[src/rtl/uart_tx_sequencer_pkg.sv]
// Shared definitions for the UART transmit sequencer and its RX-side siblings.
// State encodings are kept at 3 bits so both directions decode them identically.
package uart_tx_sequencer_pkg;

  typedef enum logic [2:0] {
    IDLE   = 3'd0,
    FETCH  = 3'd1,
    START  = 3'd2,
    DATA   = 3'd3,
    PARITY = 3'd4,
    STOP   = 3'd5
  } tx_state_t;

endpackage

[src/rtl/baud_tick_gen.sv]
// Bit-period timer: counts 0..ClkDiv-1 and wraps; restart forces the count to 0.
// tick marks the second-to-last cycle of each bit period, letting consumers register boundary-aligned outputs.
module baud_tick_gen #(
  parameter int unsigned ClkDiv = 16
) (
  input  logic clk,
  input  logic rst,
  input  logic restart,
  output logic tick
);

  localparam int unsigned CntW = (ClkDiv > 1) ? $clog2(ClkDiv) : 1;

  logic [CntW-1:0] cnt;

  always_ff @(posedge clk) begin
    if (rst || restart) begin
      cnt <= '0;
    end else if (cnt == CntW'(ClkDiv - 1)) begin
      cnt <= '0;
    end else begin
      cnt <= cnt + CntW'(1);
    end
  end

  assign tick = (cnt == CntW'(ClkDiv - 2));

endmodule

[src/rtl/uart_tx_sequencer.sv]
// Pops words from the TX FIFO and serializes them: start bit, data LSB-first, optional parity, stop bit(s).
// Frames run back-to-back (one FETCH cycle apart) while enable is high and the FIFO stays non-empty.
module uart_tx_sequencer
  import uart_tx_sequencer_pkg::*;
#(
  parameter int unsigned DataWidth = 8,
  parameter int unsigned ClkDiv    = 16,
  parameter int unsigned ParityEn  = 0,
  parameter int unsigned ParityOdd = 0,
  parameter int unsigned StopBits  = 1
) (
  input  logic                 clk,
  input  logic                 rst,
  input  logic                 enable,
  input  logic                 fifo_has_data,
  input  logic [DataWidth-1:0] fifo_data,
  output logic                 fifo_read,
  output logic                 tx,
  output logic                 busy,
  output logic                 frame_done
);

  localparam int unsigned BitW = $clog2(DataWidth + 1);

  tx_state_t            state;
  logic [DataWidth-1:0] shift;
  logic [BitW-1:0]      bit_cnt;
  logic                 par;
  logic                 tick;
  logic                 last_cyc;
  logic                 restart;
  logic                 start_ok;
  logic                 last_stop;

  assign restart   = (state == FETCH);
  assign start_ok  = enable && fifo_has_data;
  assign last_stop = (bit_cnt == BitW'(StopBits - 1));

  baud_tick_gen #(.ClkDiv(ClkDiv)) u_baud (
    .clk     (clk),
    .rst     (rst),
    .restart (restart),
    .tick    (tick)
  );

  // The timer ticks one cycle early; last_cyc re-aligns it to the final cycle of each bit,
  // so transitions land on bit boundaries while frame_done can still be registered.
  always_ff @(posedge clk) begin
    if (rst) begin
      state      <= IDLE;
      tx         <= 1'b1;
      busy       <= 1'b0;
      fifo_read  <= 1'b0;
      frame_done <= 1'b0;
      shift      <= '0;
      bit_cnt    <= '0;
      par        <= 1'b0;
      last_cyc   <= 1'b0;
    end else begin
      fifo_read  <= 1'b0;
      frame_done <= 1'b0;
      last_cyc   <= tick && !restart;
      case (state)
        IDLE: begin
          tx <= 1'b1;
          if (start_ok) begin
            state     <= FETCH;
            fifo_read <= 1'b1;
            busy      <= 1'b1;
          end
        end
        FETCH: begin
          shift <= fifo_data;
          par   <= (^fifo_data) ^ (ParityOdd != 0);
          tx    <= 1'b0;
          state <= START;
        end
        START: begin
          if (last_cyc) begin
            tx      <= shift[0];
            bit_cnt <= '0;
            state   <= DATA;
          end
        end
        DATA: begin
          if (last_cyc) begin
            if (bit_cnt == BitW'(DataWidth - 1)) begin
              bit_cnt <= '0;
              if (ParityEn != 0) begin
                tx    <= par;
                state <= PARITY;
              end else begin
                tx    <= 1'b1;
                state <= STOP;
              end
            end else begin
              bit_cnt <= bit_cnt + BitW'(1);
              shift   <= shift >> 1;
              tx      <= shift[1];
            end
          end
        end
        PARITY: begin
          if (last_cyc) begin
            tx      <= 1'b1;
            bit_cnt <= '0;
            state   <= STOP;
          end
        end
        STOP: begin
          tx <= 1'b1;
          if (tick && last_stop) begin
            frame_done <= 1'b1;
          end
          if (last_cyc) begin
            if (last_stop) begin
              bit_cnt <= '0;
              if (start_ok) begin
                state     <= FETCH;
                fifo_read <= 1'b1;
              end else begin
                state <= IDLE;
                busy  <= 1'b0;
              end
            end else begin
              bit_cnt <= bit_cnt + BitW'(1);
            end
          end
        end
        default: begin
          state <= IDLE;
          tx    <= 1'b1;
          busy  <= 1'b0;
        end
      endcase
    end
  end

endmodule

[config.mk]
export PLATFORM = sky130hd
export DESIGN_NAME = uart_tx_sequencer
export DESIGN_NICKNAME = d
export VERILOG_FILES = /design/src/rtl/uart_tx_sequencer_pkg.sv /design/src/rtl/baud_tick_gen.sv /design/src/rtl/uart_tx_sequencer.sv
export SDC_FILE = /design/constraint.sdc
export NUM_CORES = 1
export LEC_CHECK = 0
export CORE_MARGIN = 1.5
export CORE_UTILIZATION = 45
export CTS_BUF_LIST = sky130_fd_sc_hd__clkbuf_4 sky130_fd_sc_hd__clkbuf_8
export DETAILED_ROUTE_END_ITERATION = 16
export DONT_BUFFER_PORTS = 1
export SYNTH_ARGS = -nofsm -noshare
export SYNTH_HDL_FRONTEND = slang
export SYNTH_SLANG_ARGS = --single-unit
[constraint.sdc]
create_clock -name clk -period 4.2 [get_ports clk]
set_input_delay 1.05 -clock clk [delete_from_list [all_inputs] [get_ports clk]]
set_output_delay 1.05 -clock clk [all_outputs]
set_load 0.02 [all_outputs]
=== Word level (Yosys, flattened, before mapping) ===
Cells that the tools add are included.

* $mul: 0
* Bitwise operators: 2
* Magnitude comparators: 0
* $add $sub $neg: 2
* Reductions and logical operators: 18
* Shift-type cells: 0
* Divide/modulo/power cells: 0
* Mux-type cells: 33
* Eq/ne operators: 18

{| class="wikitable"
|+ Operators with widths
! operator !! number
|-
| 3-bit two-way mux || 7
|-
| 4-bit two-way mux || 5
|-
| 2-bit != test (second input constant) || 9
|-
| 3-bit case mux with 6 select lines || 1
|-
| 8-bit two-way mux || 2
|-
| 8-bit case mux with 2 select lines || 1
|-
| 1-bit two-way mux || 13
|-
| 4-bit case mux with 3 select lines || 1
|-
| 4-bit by 1-bit adder with 4-bit output (second input constant) || 2
|-
| 4-bit equality test (second input constant) || 2
|-
| 7-bit AND reduction || 1
|-
| 3-bit by 2-bit equality test with 1-bit output (second input constant) || 2
|-
| 3-bit equality test (second input constant) || 2
|-
| 3-bit AND reduction || 2
|-
| 2-bit OR reduction || 3
|-
| 5-bit AND reduction || 1
|-
| 4-bit by 3-bit equality test with 1-bit output (second input constant) || 1
|-
| 4-bit zero test || 1
|-
| 1-bit case mux with 4 select lines || 1
|-
| 4-bit AND reduction || 1
|-
| 4-bit OR reduction || 1
|-
| 3-bit by 1-bit equality test with 1-bit output (second input constant) || 1
|-
| 1-bit logical AND || 3
|-
| 3-bit zero test || 1
|-
| other kinds (8) || 9
|}

* Memories: 0
* Bits in read-only memories: 0
* Bits of input ports: 12
* Output and inout bits: 4
* Bits in writable memories: 0
* Word-level logic and storage cells: 82
* Bits in latches: 0
* Register bits after elaboration: 24

=== Depth between registers and ports, before layout ===
* Depth after elaboration: 5
* Mapped depth: 6
* Gate-level depth less buffers: 6

=== Cells and area by module ===
A second synthesis with hierarchy kept.

* Cells, all modules: 144
* Area, all modules: 1273.7 um^2

{| class="wikitable"
|+ Modules (own cells, without submodules)
! module !! seq. area each (um^2) !! times used !! area each (um^2) !! cells each
|-
| uart_tx_sequencer || 400.4 || 1 || 1107.3 || 128
|-
| baud_tick_gen || 80.1 || 1 || 166.4 || 16
|}

=== Least setup slack after synthesis ===
OpenSTA, ideal clock, no wires.

* Path type: in2reg
* From: input rst
* To: register state[0]
* Library setup time: 0.072 ns
* Stages: 4
* Arrival time: 1.740 ns
* Path buffers: 1
* Data required time: 4.128 ns
* Slack: 2.388 ns
* Cells stage by stage: or2_0 -> clkbuf_1 -> a221o_1 -> mux2i_1

{| class="wikitable"
|+ RTL lines
! element !! line !! RTL
|-
| start: declaration || uart_tx_sequencer.sv:13 || <nowiki>input logic rst,</nowiki>
|-
| end signal: assignment || uart_tx_sequencer.sv:50 || <nowiki>state <= IDLE;</nowiki>
|-
| end signal: assignment || uart_tx_sequencer.sv:67 || <nowiki>state <= FETCH;</nowiki>
|-
| end signal: assignment || uart_tx_sequencer.sv:76 || <nowiki>state <= START;</nowiki>
|-
| end: declaration || uart_tx_sequencer.sv:25 || <nowiki>tx_state_t state;</nowiki>
|}

=== Final worst setup path ===
* From: register state[1]
* To: register bit_cnt[2]

* Longest elaborated chain between the ends: 4
* Elaborated cells between the ends (all ways): 11
* Those cells by class: eq/ne (7); mux (1); reduce/logical (3)

{| class="wikitable"
|+ RTL lines
! element !! line !! RTL
|-
| 3-bit equality test or 3-bit by 2-bit equality test with 1-bit output (tied branches) || uart_tx_sequencer.sv:63 || <nowiki>case (state)</nowiki>
|-
| 2-bit OR reduction (no line) || - ||
|-
| 2-bit by 1-bit != test with 1-bit output (no line) or 3-bit nonzero test (tied branches) || - ||
|-
| 4-bit AND reduction (no line) || - ||
|-
| end signal: assignment || uart_tx_sequencer.sv:97 || <nowiki>bit_cnt <= bit_cnt + BitW'(1);</nowiki>
|-
| end signal: assignment || uart_tx_sequencer.sv:126 || <nowiki>bit_cnt <= bit_cnt + BitW'(1);</nowiki>
|-
| end: declaration || uart_tx_sequencer.sv:27 || <nowiki>logic [BitW-1:0] bit_cnt;</nowiki>
|}

Parallel ways exist; a longest one is shown, timed or not.
A chain may end at the register's enable or synchronous reset.

==> impl_metrics.yaml <==
synthesis:
  synth_area_um2: 1240
  synthCells: 153
  yosys.area.top_type: "dfxtp_1"
  seq_area_frac_synth_pct: 38.8
  synthFlopType: "dfxtp_1"
  synthSimpleGateAreaFrac_pct: 31.0
  synth.distinct_cells: 41
  synthAdderAreaFrac_pct: 4.04
  synth_seq_cells: 24
  synth_edf_count: 0
  syn-num-nets: 169
  avgSynthCellArea_um2: 8.10
  async_flop_share_pct: 0
  synth_xor_xnor_area_share_pct: 1.41
  ys_warn_count: 0
  synth_compound_area_share_pct: 18.7
  synthMuxAreaShare_pct: 0.808
  synth_top_area_share_pct: 38.8
  synth_top_family_by_area: "simple AND/OR/NAND/NOR gates"
  synthTopCellsByArea: "dfxtp_1 39%, nand2_1 5.8%, a21oi_1 5.3%, a311oi_1 4.9%, nor2_1 4.5%"
power_and_ir_drop:
  peakVddDrop_mv: 0.310
  power_density_nw_per_um2: 523
  p_leak_nw: 0.434
  finalPower_mw: 0.664
layout:
  layout-drive-gt1-share_pct: 4.76
  stdcell_count: 177
  fillCellCount: 254
  multiInputGateArea_um2: 693
  finalCoreUtilization_pct: 49.9
  syn_to_final_growth_pct: 2.53
  register_area_um2: 480
  fin_nets: 164
  design_area_um2: 1270
  diodes: 0
drt:
  drc: 0
  avgRoutedWirePerCell_um: 13.8
  drt-pass1-iter-count: 4
  via_count: 1040
  drt_wl_total_mm: 2.44
  vias_per_cell: 5.88
  drtIter0Drc: 28
  ant_nets: 0
placement:
  place.gp.congestion: 0.752
  portBuffers: 0
  dpl.hpwl_mm: 1.72
  placed_area_um2: 1230
  pre_cts_ws_ns: 2.22
  dp_cells: 173
global_routing:
  grt_pass1_wl_mm: 4.12
  grt_pass1_vias: 960
  grt_start_max_net_pins: 26
  grt_usage_pct: 16.6
  gr-total-overflow: 0
  antenna_found_initial: 0
clock_network:
  cts_setup_buffers: 0
  htreeDepth: 1
  cts_resized: 0
  numCtsBuffers: 3
  clock_path_buffers: 2
  hold_buffers: 0
  cts_tree: "yes"
  cts_sinks: 24
  clk_latency_ns: 0.32
  root_buffer: "clkbuf_4"
  path_clk_slew_ns: 0.13
timing:
  rsz0062_at_grt: "false"
  setup_ws_ns: 2.17
  min_period_ns: 2.03
  setup_viol: 0
  slew_violations: 0
  whs_ns: 0.481
  max_slew_margin_pct: 49.7
  worst_pin_slew_ns: 0.753
  hold_viol: 0
  timing.final.crit_share_pct: 48.3
  fin_worst_skew_ns: 0.00789
  fin_setup_tns_ns: 0
  fmax_mhz: 493
worst_hold_path:
  hp-class: "reg -> reg"
  min_from: "shift[7]"
critical_path:
  critPathCapture: "bit_cnt[2]"
  crit_required_ns: 4.46
  rr_worst_depth: 4
  reg2reg_from: "state[1]"
  regToRegSetupSlack_ns: 2.17
  worstSetupEndpointType: "register"
  worstSetupPathType: "reg -> reg"
  cp.arrival_ns: 2.29
  critPathLaunch: "state[1]"
  critPathLaunchType: "register"
  worstPathMaxFanout: 25
  r2r_end: "bit_cnt[2]"
die:
  die_w_um: 55.5
  core_um2: 2540
  row_count: 18
  pin_count: 16
  start_util_pct: 48.7
  die_h_um: 55.5
  design.die.area_um2: 3080
flow_run:
  cap_violations: 0
status:
  outcome: "finished, final reports clean"
==> layout by cell type (no fill, tap or decap), drive strengths merged, types with 2 or more instances in the layout <==
master / count
nor4: 3
dfxtp: 24
inv: 6
nor2b: 2
a31oi: 3
nor2: 15
nand3: 9
ha: 4
nand4b: 3
a311oi: 7
a31o: 2
clkbuf: 4
o21ai: 3
or3b: 2
nand2: 19
a21oi: 13
xnor2: 2
or4b: 2
nand2b: 4
nor3: 3
nand3b: 2
==> state kept, by name, indices dropped and copies added, names as in the netlist, 3 cells and up <==
name,cells
state,3
bit_cnt,4
u_baud.cnt,4
shift,8
==> final cells by class <==
type	count	share of cell area, %
Clock buffer	4	2.86
Inverter	6	1.77
Multi-Input combinational cell	113	54.6
Tap cell	30	2.96
Sequential cell	24	37.8
==> worst max-delay path: stages (launching register included) <==
cell and delay [ns]:
dfxtp_1 0.83, nor2b_1 0.25, o21ai_1 0.15, or4b_1 0.56
a31oi_1 0.17
==> power by group <==
| group | internal, mW | switching [mW] | total (mW) | leakage [nW] |
|---|---|---|---|---|
| Sequential | 0.278 | 0.0729 | 0.351 | 0.196 |
| Combinational | 0.0917 | 0.0974 | 0.189 | 0.217 |
| Clock | 0.0531 | 0.0708 | 0.124 | 0.0210 |
==> how the worst min path moves through the flow <==
stage | to | slack, ns | cells past startpoint
2_1_floorplan | shift[7] | 0.45 | 2
3_3_place_gp | shift[7] | 0.46 | 2
3_5_place_dp | shift[7] | 0.46 | 2
4_1_cts | shift[7] | 0.48 | 2
5_1_grt | shift[4] | 0.52 | 2
6_report | shift[7] | 0.48 | 2
==> synthesized netlist by cell type (2+ instances only) <==
cell and n:
xnor2_1 2, nor4_1 3, inv_1 6, nand2_1 19, a311oi_1 7, a31o_2 2, nand3_1 9, nor3_1 3
nand4b_1 3, nand2b_1 4, dfxtp_1 24, a31oi_1 3, nand3b_1 2, or4b_1 2, a21oi_1 13, o21ai_0 2
nor2b_1 2, ha_1 4, clkbuf_1 7, nor2_1 15
==> metal layers <==
metal  share of wire [%]  track usage (%)
met2                  46             27.6
met5                   0                0
met4                 1.3             6.62
met3                 4.3             3.75
met1                  49             20.6
==> kinds of logic (layout without fill, tap and decap cells) <==
| group | after synthesis | count (layout) |
|---|---|---|
| compound gates | 34 | 34 |
| mux | 1 | 1 |
| flops | 24 | 24 |
| xor+xnor | 2 | 2 |
| buf+inv | 16 | 10 |
| simple gates | 72 | 72 |
| fa+ha+maj | 4 | 4 |
(Power assumes the default switching activity.)
